==> config.mk <==
export PLATFORM = sky130hd
export DESIGN_NAME = mod_counter_ctrl
export DESIGN_NICKNAME = d
export VERILOG_FILES = /design/src/rtl/mod_counter_pkg.sv /design/src/rtl/modn_counter.sv /design/src/rtl/mod_counter_ctrl.sv
export SDC_FILE = /design/constraint.sdc
export NUM_CORES = 1
export LEC_CHECK = 0
export ABC_CLOCK_PERIOD_IN_PS = 2700
export CORE_MARGIN = 2
export CORE_UTILIZATION = 38
export CTS_CLUSTER_SIZE = 25
export DETAILED_ROUTE_END_ITERATION = 12
export PLACE_DENSITY = 0.66
export SLEW_MARGIN = 20
export SYNTH_ARGS = -nofsm -noshare
export SYNTH_HDL_FRONTEND = slang
export SYNTH_SLANG_ARGS = --single-unit
==> constraint.sdc <==
create_clock -name clk -period 2.7 [get_ports clk]
set_clock_uncertainty 0.1 [all_clocks]
set_input_delay 0.27 -clock clk [delete_from_list [all_inputs] [get_ports clk]]
set_output_delay 0.27 -clock clk [all_outputs]
set_load 0.005 [all_outputs]
==> src/rtl/mod_counter_pkg.sv <==
// Shared types and defaults for the modulo-M counter controller and its datapath.
package mod_counter_pkg;

    localparam int CW_DEF = 4;
    localparam int RW_DEF = 8;

    typedef enum logic [1:0] {
        OP_START  = 2'd0,
        OP_STOP   = 2'd1,
        OP_PAUSE  = 2'd2,
        OP_RESUME = 2'd3
    } cmd_op_e;

    typedef enum logic [1:0] {
        ST_IDLE  = 2'd0,
        ST_RUN   = 2'd1,
        ST_PAUSE = 2'd2,
        ST_DONE  = 2'd3
    } state_e;

    // Terminal count of a modulo-m counter; m = 0 wraps naturally to all ones (2^w - 1).
    function automatic logic [15:0] term_value(input logic [15:0] m);
        return m - 16'd1;
    endfunction

endpackage

==> src/rtl/modn_counter.sv <==
// Modulo-mod counter datapath with registered wrap pulse; mod = 0 counts modulo 2^CW.
module modn_counter
    import mod_counter_pkg::*;
#(
    parameter int CW = CW_DEF
) (
    input  logic          clk,
    input  logic          rstn,
    input  logic          en,
    input  logic          clr,
    input  logic [CW-1:0] mod,
    output logic [CW-1:0] count,
    output logic          wrap
);

    logic [CW-1:0] count_q;
    logic          wrap_q;
    logic [CW-1:0] term_s;

    assign term_s = mod - CW'(1);

    // Count register and wrap pulse; clear has priority over enable.
    always_ff @(posedge clk or negedge rstn) begin
        if (!rstn) begin
            count_q <= {CW{1'b0}};
            wrap_q  <= 1'b0;
        end else if (clr) begin
            count_q <= {CW{1'b0}};
            wrap_q  <= 1'b0;
        end else if (en) begin
            if (count_q == term_s) begin
                count_q <= {CW{1'b0}};
                wrap_q  <= 1'b1;
            end else begin
                count_q <= count_q + CW'(1);
                wrap_q  <= 1'b0;
            end
        end else begin
            wrap_q <= 1'b0;
        end
    end

    assign count = count_q;
    assign wrap  = wrap_q;

endmodule

==> src/rtl/mod_counter_ctrl.sv <==
// Command-driven controller sequencing a modulo-M counter over a programmed number of periods.
module mod_counter_ctrl
    import mod_counter_pkg::*;
#(
    parameter int CW = CW_DEF,
    parameter int RW = RW_DEF
) (
    input  logic          clk,
    input  logic          rstn,
    input  logic          cmd_valid,
    output logic          cmd_ready,
    input  logic [1:0]    cmd_op,
    input  logic [CW-1:0] cmd_mod,
    input  logic [RW-1:0] cmd_reps,
    output logic [CW-1:0] count,
    output logic          wrap,
    output logic          done,
    output logic          busy,
    output logic          err
);

    state_e        state_q, state_d;
    logic [CW-1:0] mod_q;
    logic [RW-1:0] reps_q;
    logic [RW-1:0] per_q;
    logic          ready_q, busy_q, done_q, err_q;
    logic          done_d, err_d;
    logic          acc_s, en_s, clr_s, load_s, term_s, last_s;
    cmd_op_e       op_s;
    logic [CW-1:0] count_s;

    assign acc_s  = cmd_valid && ready_q;
    assign op_s   = cmd_op_e'(cmd_op);
    assign term_s = (count_s == mod_q - CW'(1));
    assign last_s = (reps_q != {RW{1'b0}}) && (per_q == reps_q - RW'(1));

    // Command decode and next-state logic; STOP/START/PAUSE override the counting step.
    always_comb begin
        state_d = state_q;
        en_s    = 1'b0;
        clr_s   = 1'b0;
        load_s  = 1'b0;
        err_d   = 1'b0;
        done_d  = 1'b0;
        case (state_q)
            ST_IDLE: begin
                if (acc_s && op_s == OP_START) begin
                    load_s  = 1'b1;
                    clr_s   = 1'b1;
                    state_d = ST_RUN;
                end else begin
                    err_d = acc_s;
                end
            end
            ST_RUN: begin
                if (acc_s && op_s == OP_STOP) begin
                    clr_s   = 1'b1;
                    state_d = ST_IDLE;
                end else if (acc_s && op_s == OP_START) begin
                    load_s  = 1'b1;
                    clr_s   = 1'b1;
                    state_d = ST_RUN;
                end else if (acc_s && op_s == OP_PAUSE) begin
                    state_d = ST_PAUSE;
                end else begin
                    en_s  = 1'b1;
                    err_d = acc_s;
                    if (term_s && last_s) begin
                        state_d = ST_DONE;
                        done_d  = 1'b1;
                    end else begin
                        state_d = ST_RUN;
                    end
                end
            end
            ST_PAUSE: begin
                if (acc_s && op_s == OP_STOP) begin
                    clr_s   = 1'b1;
                    state_d = ST_IDLE;
                end else if (acc_s && op_s == OP_START) begin
                    load_s  = 1'b1;
                    clr_s   = 1'b1;
                    state_d = ST_RUN;
                end else if (acc_s && op_s == OP_RESUME) begin
                    state_d = ST_RUN;
                end else begin
                    err_d = acc_s;
                end
            end
            ST_DONE: begin
                state_d = ST_IDLE;
            end
            default: begin
                clr_s   = 1'b1;
                state_d = ST_IDLE;
            end
        endcase
    end

    // FSM state, programmed fields, period counter and registered status outputs.
    always_ff @(posedge clk or negedge rstn) begin
        if (!rstn) begin
            state_q <= ST_IDLE;
            mod_q   <= {CW{1'b0}};
            reps_q  <= {RW{1'b0}};
            per_q   <= {RW{1'b0}};
            ready_q <= 1'b1;
            busy_q  <= 1'b0;
            done_q  <= 1'b0;
            err_q   <= 1'b0;
        end else begin
            state_q <= state_d;
            if (load_s) begin
                mod_q  <= cmd_mod;
                reps_q <= cmd_reps;
                per_q  <= {RW{1'b0}};
            end else if (en_s && term_s && per_q != {RW{1'b1}}) begin
                per_q <= per_q + RW'(1);
            end else begin
                per_q <= per_q;
            end
            ready_q <= (state_d != ST_DONE);
            busy_q  <= (state_d == ST_RUN) || (state_d == ST_PAUSE);
            done_q  <= done_d;
            err_q   <= err_d;
        end
    end

    modn_counter #(.CW(CW)) u_cnt (
        .clk   (clk),
        .rstn  (rstn),
        .en    (en_s),
        .clr   (clr_s),
        .mod   (mod_q),
        .count (count_s),
        .wrap  (wrap)
    );

    assign count     = count_s;
    assign cmd_ready = ready_q;
    assign busy      = busy_q;
    assign done      = done_q;
    assign err       = err_q;

endmodule
==> impl_results.md <==
* Sequential-to-total area share from yosys stat at 40.9%
* Share of async-settable or async-resettable flops after synthesis at 100%
* Top cell type's share of synthesized area at approximately two fifths
* Part of the cycle the worst path needs at 94.2%
* Post-synthesis to final-layout area growth at 26.0%
* Nets at about 280
* WL met1 at between 1500 and 2000 um
* Initial antenna violation count at 0
* Critical path required time at roughly 2.8 ns
* Cell at the slowest stage of the critical path: sky130_fd_sc_hd__or4_1
* Length of routed met3 wiring at 133 um
* Prevailing post-synth register cell: sky130_fd_sc_hd__dfrtp_1
* Width of the die at 74.7 um
* Final count of hold timing violations at 0
* Startpoint type of the worst setup path: register
* Per-cell via count in the routed design at 5.17
* Largest net degree at the start of global routing at 32
* Number of optimization iterations in the first detailed-route pass at 7
* Mux share of post-synthesis cell area at 2.70%
* Status: finished, final reports clean
* Largest family of logic cells by synthesized area: simple AND/OR/NAND/NOR gates
* Compound-gate portion of the synthesized area at 15.1%
* Total half-perimeter wirelength after legalization and detailed placement at 3110 um
* Critical-path cell list: inv_1 -> ha_1 -> xnor2_1 -> a311oi_1 -> nand3_1 -> or4_1 -> o31ai_1 -> ha_1
* CP Capture Type: register
* Largest voltage drop on the vdd net at 0.367 mV
* Number of primary I/O pins at 26
* Number of cells traversed by the worst register-to-register path at 8
* Most frequent cells in the layout: 41 x sky130_fd_sc_hd__nand2_1, 30 x sky130_fd_sc_hd__dfrtp_1, 25 x sky130_fd_sc_hd__clkdlybuf4s50_1
* Maximum number of buffers from clock root to sink at 2
* Area share of and/or/nand/nor cells after synthesis at between 20% and 30%
* Unrepaired setup endpoints after global routing: no
* CTS Root Cell: sky130_fd_sc_hd__clkbuf_8
* N_diodes at 0
* Detail Route met2 WL at just over 2000 um
* CTS H-tree lvls at 2
* Number of setup buffers added after CTS at 0
* Hold-fix buffers, CTS at 0
* Adder-cell share of the synthesized area at 7.25%
* Number of routed nets with antenna violations at 0
* Crit path largest cell delay at 0.45 ns
* Clock net sink count at 31
* Global-route wire length before repair at 6960 um
* Core Rows at 25
* Average cell area after synthesis at 9.00 um2
* Overall track demand over capacity in global routing at 16.7%
* Max-slew violations at 0
* Mapped cell area at 1900 um2
* Type of the setup path with the least slack: register to register
* Number of clock buffers inserted by TritonCTS at 5
* CTS clock-pin slew for the worst setup and hold paths at 0.07 ns
* Vias in the first global route at 1517
* Nets in the synthesized netlist at approximately 240
* Number of enable-type register cells in the synthesized netlist at 0
* Vertical die dimension at 74.7 um
* Total negative slack for setup checks at 0 ns
* # port buffers at 25
* TritonCTS clock tree: built
* Relative slew slack at 54.2%
* Total placed cells including tap cells at about 310
* Setup Viol. Count Final at 0
* Gp weighted congestion at a little over 0.8
* Effective utilization at floorplan at 39.7%
* Highest routed metal layer: met4
* Peak fanout along the critical path at 4
* Clock latency at the later pin of the worst-skew pair at 0.28 ns
* Synthesis warning total at 0
* Most common cell on crit path: sky130_fd_sc_hd__ha_1
* Minimum clock period after layout at 2.54 ns
* Data arrival time of the worst path at 2.61 ns
* Static Leakage at between 1 and 1.5 nW
* Synthesized-area fraction occupied by xor and xnor cells at 6.79%
* Transition time of the tightest slew-check pin at 0.681 ns
* Max_cap viols at 0
* Final Hold Slack at ~0.28 ns
* Core area at 4790 um2
* Peak Freq at 393 MHz
* Layout cells sized above 1 at 9.24%
* Number of cells upsized or downsized after cts at 0
* Most common library cell in the layout ignoring fill and taps: sky130_fd_sc_hd__nand2_1
* Cell taking the most area after synthesis: sky130_fd_sc_hd__dfrtp_1
* DRC violation total after the first TritonRoute iteration at 74
* Routed via count at between 1500 and 2000
* Wire length per cell at 13.3 um
* Gate count after technology mapping at 211
* DRC violation count after routing at 0
* Global route overflow at 0
* Number of standard cells in the final layout excluding fillers at 316
* HP Class: input pin to async pin
* Cell Pwr Density at 1000 nW/um2
* Top cells by area in the synthesized netlist: sky130_fd_sc_hd__dfrtp_1 40%, sky130_fd_sc_hd__nand2_1 8.1%, sky130_fd_sc_hd__ha_1 7.2%
* Core occupancy in the finished layout at roughly 50%
* Distinct cells, synth at 44
* Synth Register Bits at 31
* Post-Route WL at 4210 um
* Total die area at roughly 5600 um2
flip-flops by register name, indices dropped and copies added (netlist names):
register,cells
per_q,8
state_q,2
done,1
u_cnt.wrap,1
busy,1
mod_q,4
reps_q,8
u_cnt.count,4
err,1
cmd_ready,1
power breakdown:
group	switching (mW)	internal [mW]
Combinational	0.597	0.594
Clock	0.174	0.233
Sequential	0.177	0.623
Total	0.949	1.45
logic make-up (layout without fill, tap and decap cells):
group / Yosys count / in the layout
and+or+nand+nor: 90 / 90
AOI/OAI and AO/OA: 43 / 43
DFF: 31 / 31
buffers and inverters: 18 / 56
xor gates and xnor gates: 13 / 13
adders and majority gates: 11 / 11
muxes: 5 / 5
stage by stage:
stage	total power [mW]	worst slack, ns	cell area, um2
floorplan	1.58	0.207	1900
global placement	1.97	0.247	2290
detailed placement	2.00	0.174	2290
CTS	2.42	0.149	2390
global route	2.60	0.0324	2390
finish	2.40	0.156	2390
per-layer routing:
metal,up-vias,track usage [%]
li1,822,-
met4,0,7.34
met5,-,0
met3,5,4.02
met1,778,21.6
met2,28,26.6
layout make-up:
class                           instances  area [um2]
Fill cell                             446        2390
Multi-Input combinational cell        162        1050
Sequential cell                        31         777
Timing Repair Buffer                   36         333
Clock buffer                            8         100
Tap cell                               67        83.8
Inverter                               12        45.0
cell usage after synthesis (4+ instances only):
| cell type | instances |
|---|---|
| sky130_fd_sc_hd__ha_1 | 11 |
| sky130_fd_sc_hd__clkbuf_1 | 5 |
| sky130_fd_sc_hd__xor2_1 | 4 |
| sky130_fd_sc_hd__o21ai_0 | 9 |
| sky130_fd_sc_hd__nand3_1 | 8 |
| sky130_fd_sc_hd__mux2i_1 | 4 |
| sky130_fd_sc_hd__inv_1 | 12 |
| sky130_fd_sc_hd__xnor2_1 | 8 |
| sky130_fd_sc_hd__nor2_1 | 11 |
| sky130_fd_sc_hd__nor3_1 | 5 |
| sky130_fd_sc_hd__a21oi_1 | 11 |
| sky130_fd_sc_hd__o31ai_1 | 6 |
| sky130_fd_sc_hd__dfrtp_1 | 30 |
| sky130_fd_sc_hd__nand2_1 | 41 |
critical path: cells and delay by family, from the launching register on:
family | cells | cell delay (ns)
flops | 1 | 0.41
simple gates | 2 | 0.56
xor+xnor | 1 | 0.13
compound gates | 2 | 0.55
buf+inv | 1 | 0.10
fa+ha+maj | 2 | 0.58
worst paths after layout:
kind	startpoint	to	slack (ns)
min in group clk	mod_q[3]$_DFFE_PN0P_	mod_q[3]$_DFFE_PN0P_	0.40
worst max-delay path	reps_q[0]$_DFFE_PN0P_	busy$_DFF_PN0_	0.16
worst min register to register	mod_q[3]$_DFFE_PN0P_	mod_q[3]$_DFFE_PN0P_	0.40
worst min-delay path	rstn	reps_q[5]$_DFFE_PN0P_	0.28
worst max register to register	reps_q[0]$_DFFE_PN0P_	busy$_DFF_PN0_	0.16
max in group asynchronous	rstn	cmd_ready$_DFF_PN1_	1.90
Note: power is estimated with default switching activity, not from simulation.
==> patch 1, RTL diff (same flow settings) <==
Reset style: synchronous (`rstn`), changed in 2 clocked blocks.
--- a/src/rtl/modn_counter.sv
+++ b/src/rtl/modn_counter.sv
@@ -22,3 +22,3 @@
     // Count register and wrap pulse; clear has priority over enable.
-    always_ff @(posedge clk or negedge rstn) begin
+    always_ff @(posedge clk) begin
         if (!rstn) begin
--- a/src/rtl/mod_counter_ctrl.sv
+++ b/src/rtl/mod_counter_ctrl.sv
@@ -100,3 +100,3 @@
     // FSM state, programmed fields, period counter and registered status outputs.
-    always_ff @(posedge clk or negedge rstn) begin
+    always_ff @(posedge clk) begin
         if (!rstn) begin
Formal check against the unedited RTL: differs if rstn is asserted again (counterexample within 4 cycles, from zero or initial values and one cycle with rstn low); with rstn held inactive, the same outputs for 10 cycles.
==> patch 1 against the unedited design <==
  * Routed wire length rose by 1.6%
  * Non-clock buffer count shrank 7
  * Cell area decreased by 2.4%
  * Sequential cell count unchanged
  * Area after synthesis is 1.1% higher
  * Worst setup slack better by 0.11 ns
  * Highest routed layer unchanged
Power is not compared: it rests on default switching activity, and its combinational part moved more than twofold at a synthesized area within 25%.
==> patch 1: results (changes against the unedited design) <==
- Run status: completed
- # fillers: 484 (+8.5%)
- Total CTS buffers: 5 (unchanged)
- Initial DRC count: 111 (+50%)
- Crit-path slowest cell: or4_1
- GRT Total Usage: 0.168 (+0.000782)
- Clock transition at path regs: about 0.080 ns
- First-pass GRT wire length: 7.24 mm (+4.0%)
- Slew margin rel.: 0.547 (+0.00513)
- Max Fanout on Critical Path: 14 (+10)
- Worst EP arrival: 2.55 ns (-0.06 ns)
- Post-Syn Nets: 251 (+5.0%)
- DP Area: 2240 sq um (-2.1%)
- Drt wl/cell: 13.4 microns (+0.66%)
- Worst min path class: reg -> reg
- Slowest cell delay on critical path: 0.59 ns (+0.14 ns)
- Worst IR drop on VDD: ~0.25 mV
- Final nets: 278 (+0.72%)
- Placed wire-length estimate: 3.14 mm (+0.80%)
- Largest net degree at the start of global routing: 15 (-53%)
- Ys flop type: dfxtp_1
- Unique masters post-synth: 48 (+9.1%)
- Register area share after synthesis: 0.323 (-0.0858)
- Worst-Skew Late Latency: 0.30 ns (+0.02 ns)
- FFs w/ async S/R, synth: 0 (-1.00)
- Commonest cells in the netlist: dfxtp_1 (31), nor2_1 (27), mux2i_1 (13), nand2_1 (12)
- Top Registers: per_q: 8 flops, reps_q: 8 flops
- Layout cells sized above 1: 0.0794 (-0.0130)
- GPL Wtd Cong: 0.823 (about the same)
- Setup Slack @ Placement: 0.306 ns (+0.132 ns)
- Vias per cell: 5.45 (+5.6%)
- Number of global-route vias before repair: 1,571 (+3.6%)
-- patch 1: changes by cell type after synthesis, moves of 4 or more --
cell	unedited run	this run
o31ai_1	6	2
and3_1	1	5
nor2_1	11	27
nand2_1	41	12
dfxtp_1	0	31
mux2i_1	4	13
dfrtp_1	30	0
-- patch 1: where the power goes --
group	internal [mW]	leakage [nW]	switching [mW]
Sequential	0.466	0.251	0.0114
Combinational	0.0759	0.550	0.0684
Clock	0.184	0.0408	0.200
-- patch 1: cell type report --
cell class                 count  area [sq um]  area share
clock inverter                 3          23.8      0.0102
timing repair buffer          29           280       0.120
sequential                    31           621       0.266
tap                           67          83.8      0.0359
multi-input combinational    174          1220       0.523
inverter                      10          37.5      0.0161
clock buffer                   5          68.8      0.0295
-- patch 1: final timing paths --
kind | end | depth (start not counted) | start | slack (ns)
max reg2reg | per_q[5] | 7 | mod_q[0] | 0.27
max | per_q[5] | 7 | mod_q[0] | 0.27
min reg2reg | mod_q[3] | 2 | mod_q[3] | 0.44
min | mod_q[3] | 2 | mod_q[3] | 0.44
-- patch 1: critical path, delay by kind of cell (launching register included) --
kind,cells,cell delay [ns]
and+or+nand+nor,3,1.21
adders and majority gates,1,0.30
AOI/OAI and AO/OA,1,0.16
DFF,1,0.40
xor gates and xnor gates,1,0.13
buffers and inverters,1,0.06
-- patch 1: metal layers --
| layer | routed length, microns | vias to the layer above | part of all wire | track usage |
|---|---|---|---|---|
| li1 | - | 875 | - | - |
| met1 | 2150 | 796 | 0.50 | 0.237 |
| met2 | 1810 | 63 | 0.42 | 0.248 |
| met3 | 272 | 6 | 0.064 | 0.0495 |
| met4 | 44 | 0 | 0.010 | 0.0476 |
| met5 | 0 | - | 0 | 0 |
-- patch 1: stage by stage --
step | power [mW] | instances
floorplan | 0.579 | 224
global placement | 0.632 | 311
detailed placement | 0.632 | 311
CTS | 1.02 | 319
global route | 1.05 | 319
finish | 1.01 | 319
-- patch 1: cell families after synthesis --
family          after synthesis  share of synthesized area
simple gates                 90                      0.247
compound gates               44                      0.162
flops                        31                      0.323
buf+inv                      19                     0.0404
xor+xnor                     16                     0.0880
mux                          14                     0.0737
fa+ha+maj                    10                     0.0652
==> patch 2, RTL diff (same flow settings) <==
Made on the original files. Set the package constant `CW_DEF` to 5 (it was 4).
--- a/src/rtl/mod_counter_pkg.sv
+++ b/src/rtl/mod_counter_pkg.sv
@@ -3,3 +3,3 @@
 
-    localparam int CW_DEF = 4;
+    localparam int CW_DEF = 5;
     localparam int RW_DEF = 8;
Interface: changed (resized cmd_mod and count); port bits go from 26 to 28. The function was not compared with the original's and may differ.
==> patch 2 against the unedited design <==
  * Final cell count rose by 5.7%
  * Cell area is 4.8% higher
  * Hold slack improved by 0.0027 ns
  * Combinational power shrank 3%
  * Sequential cell count grew 2
  * Power decreased by 2.4%
  * Count of clock-buffer cells in the layout shrank 1
  * Worst setup slack got worse by 0.038 ns
  * Area after synthesis increased by 5.5%
  * Synthesized cell count increased by 8.5%
  * Routed wire length increased by 8.3%
  * Clock power is 8.1% lower
  * Global-route usage down 0.41 points
  * Critical endpoint unchanged
==> patch 2: results (changes against the unedited design) <==
- Run status: completed
- Initial DRC count: 57 (-23%)
- Placed wire-length estimate: 3.23 mm (+4.0%)
- Least-Margin Pin Slew: 0.627 ns (-0.0534 ns)
- Unique masters post-synth: 39 (-11%)
- End of the worst register-to-register path: busy
- Worst IR drop on VDD: 0.272 mV (-26%)
- Met1 Resource Use GR: 0.204 (-0.0121)
- GPL Wtd Cong: 0.898 (+9.1%)
- GRT Total Usage: 0.163 (-0.00413)
- Setup Slack @ Placement: 0.0840 ns (-0.0901 ns)
- Met2 global-route usage: 0.269 (+0.00256)
- Layout cells sized above 1: 0.0833 (-0.00904)
- Dpl cells: 327 (+6.2%)
- Routed vias: 1,715 (+5.0%)
- RR Startpoint: reps_q[1]
- Hold Slack: 0.280 ns (+0.00266 ns)
- Pre-antenna DRT Iters: 4 (-3)
- Multi-input gate count: 174 (+7.4%)
- Final nets: 293 (+6.2%)
- Vias per cell: 5.13 (-0.64%)
- Synth top area cells: dfrtp_1 (40%), nand2_1 (7.9%), ha_1 (6.9%)
- Pleak: 1.06 nW (+4.6%)
- Area growth syn-to-layout: 25.1%
- Metal3 WL: 215 microns (+62%)
- Metal2 WL: 2.15 mm (+5.1%)
- Routing usage on met3: 0.0462 (+0.00605)
- WL met1: 2.12 mm (+7.3%)
- Drt wl/cell: 13.6 microns (+2.5%)
- Reg2Reg Setup Slack: 0.12 ns (-0.04 ns)
- Largest net degree at the start of global routing: 34 (+6.3%)
- Inverters, non-clock: 13 (+1)
- Max Fanout on Critical Path: 3 (-1)
- Cell-internal power: 1.40 mW (-3.2%)
- Port bufs: 27 (+8.0%)
- # fillers: 512 (+15%)
- First-pass GRT wire length: 7.53 mm (+8.2%)
- Clk tree area frac: 0.0344 (-0.00739)
- Combinational power: 1.15 mW (-3%)
- Syn Inst Count: 229 (+8.5%)
- Seq area share: 0.330 (+0.00521)
- Post-Synthesis Cell Area: 2000 sq um (+5.5%)
- Max Cap Viol: 0 (unchanged)
- Post-Syn Nets: 258 (+7.9%)
- DP Area: 2410 sq um (+5.0%)
- Worst EP arrival: 2.65 ns (+0.04 ns)
- Clock power share: 0.160 (-0.010)
- Buffers excl. clock: 37 (+2.8%)
- Multi-input combinational area share: 0.443 (+0.00296)
- Seq_cells: 33 (+6.5%)
- FF-to-FF path depth: 6 (-2)
patch 2: cell families (layout without fill, tap and decap cells):
| kind of cell | Yosys count | count (layout) | share of synthesized area |
|---|---|---|---|
| XOR/XNOR | 18 | 18 | 0.0787 |
| AO/OA/AOI/OAI | 48 | 48 | 0.149 |
| flip-flops | 33 | 33 | 0.413 |
| buffers and inverters | 22 | 57 | 0.0412 |
| adder cells (fa/ha/maj) | 11 | 11 | 0.0687 |
| AND/OR/NAND/NOR | 93 | 93 | 0.229 |
| multiplexers | 4 | 4 | 0.0206 |
patch 2: critical path, cell delays in order, from the launching register on:
cell,delay (ns)
dfrtp_1,0.39
or4_1,0.53
or4_1,0.41
a2111o_1,0.37
a21o_1,0.20
a41oi_2,0.20
ha_1,0.26
patch 2: timing repair:
item | CTS | global route
endpoints found under the hold margin | 0 | 0
resized for setup | 0 | 2
setup endpoints to repair | 0 | 1
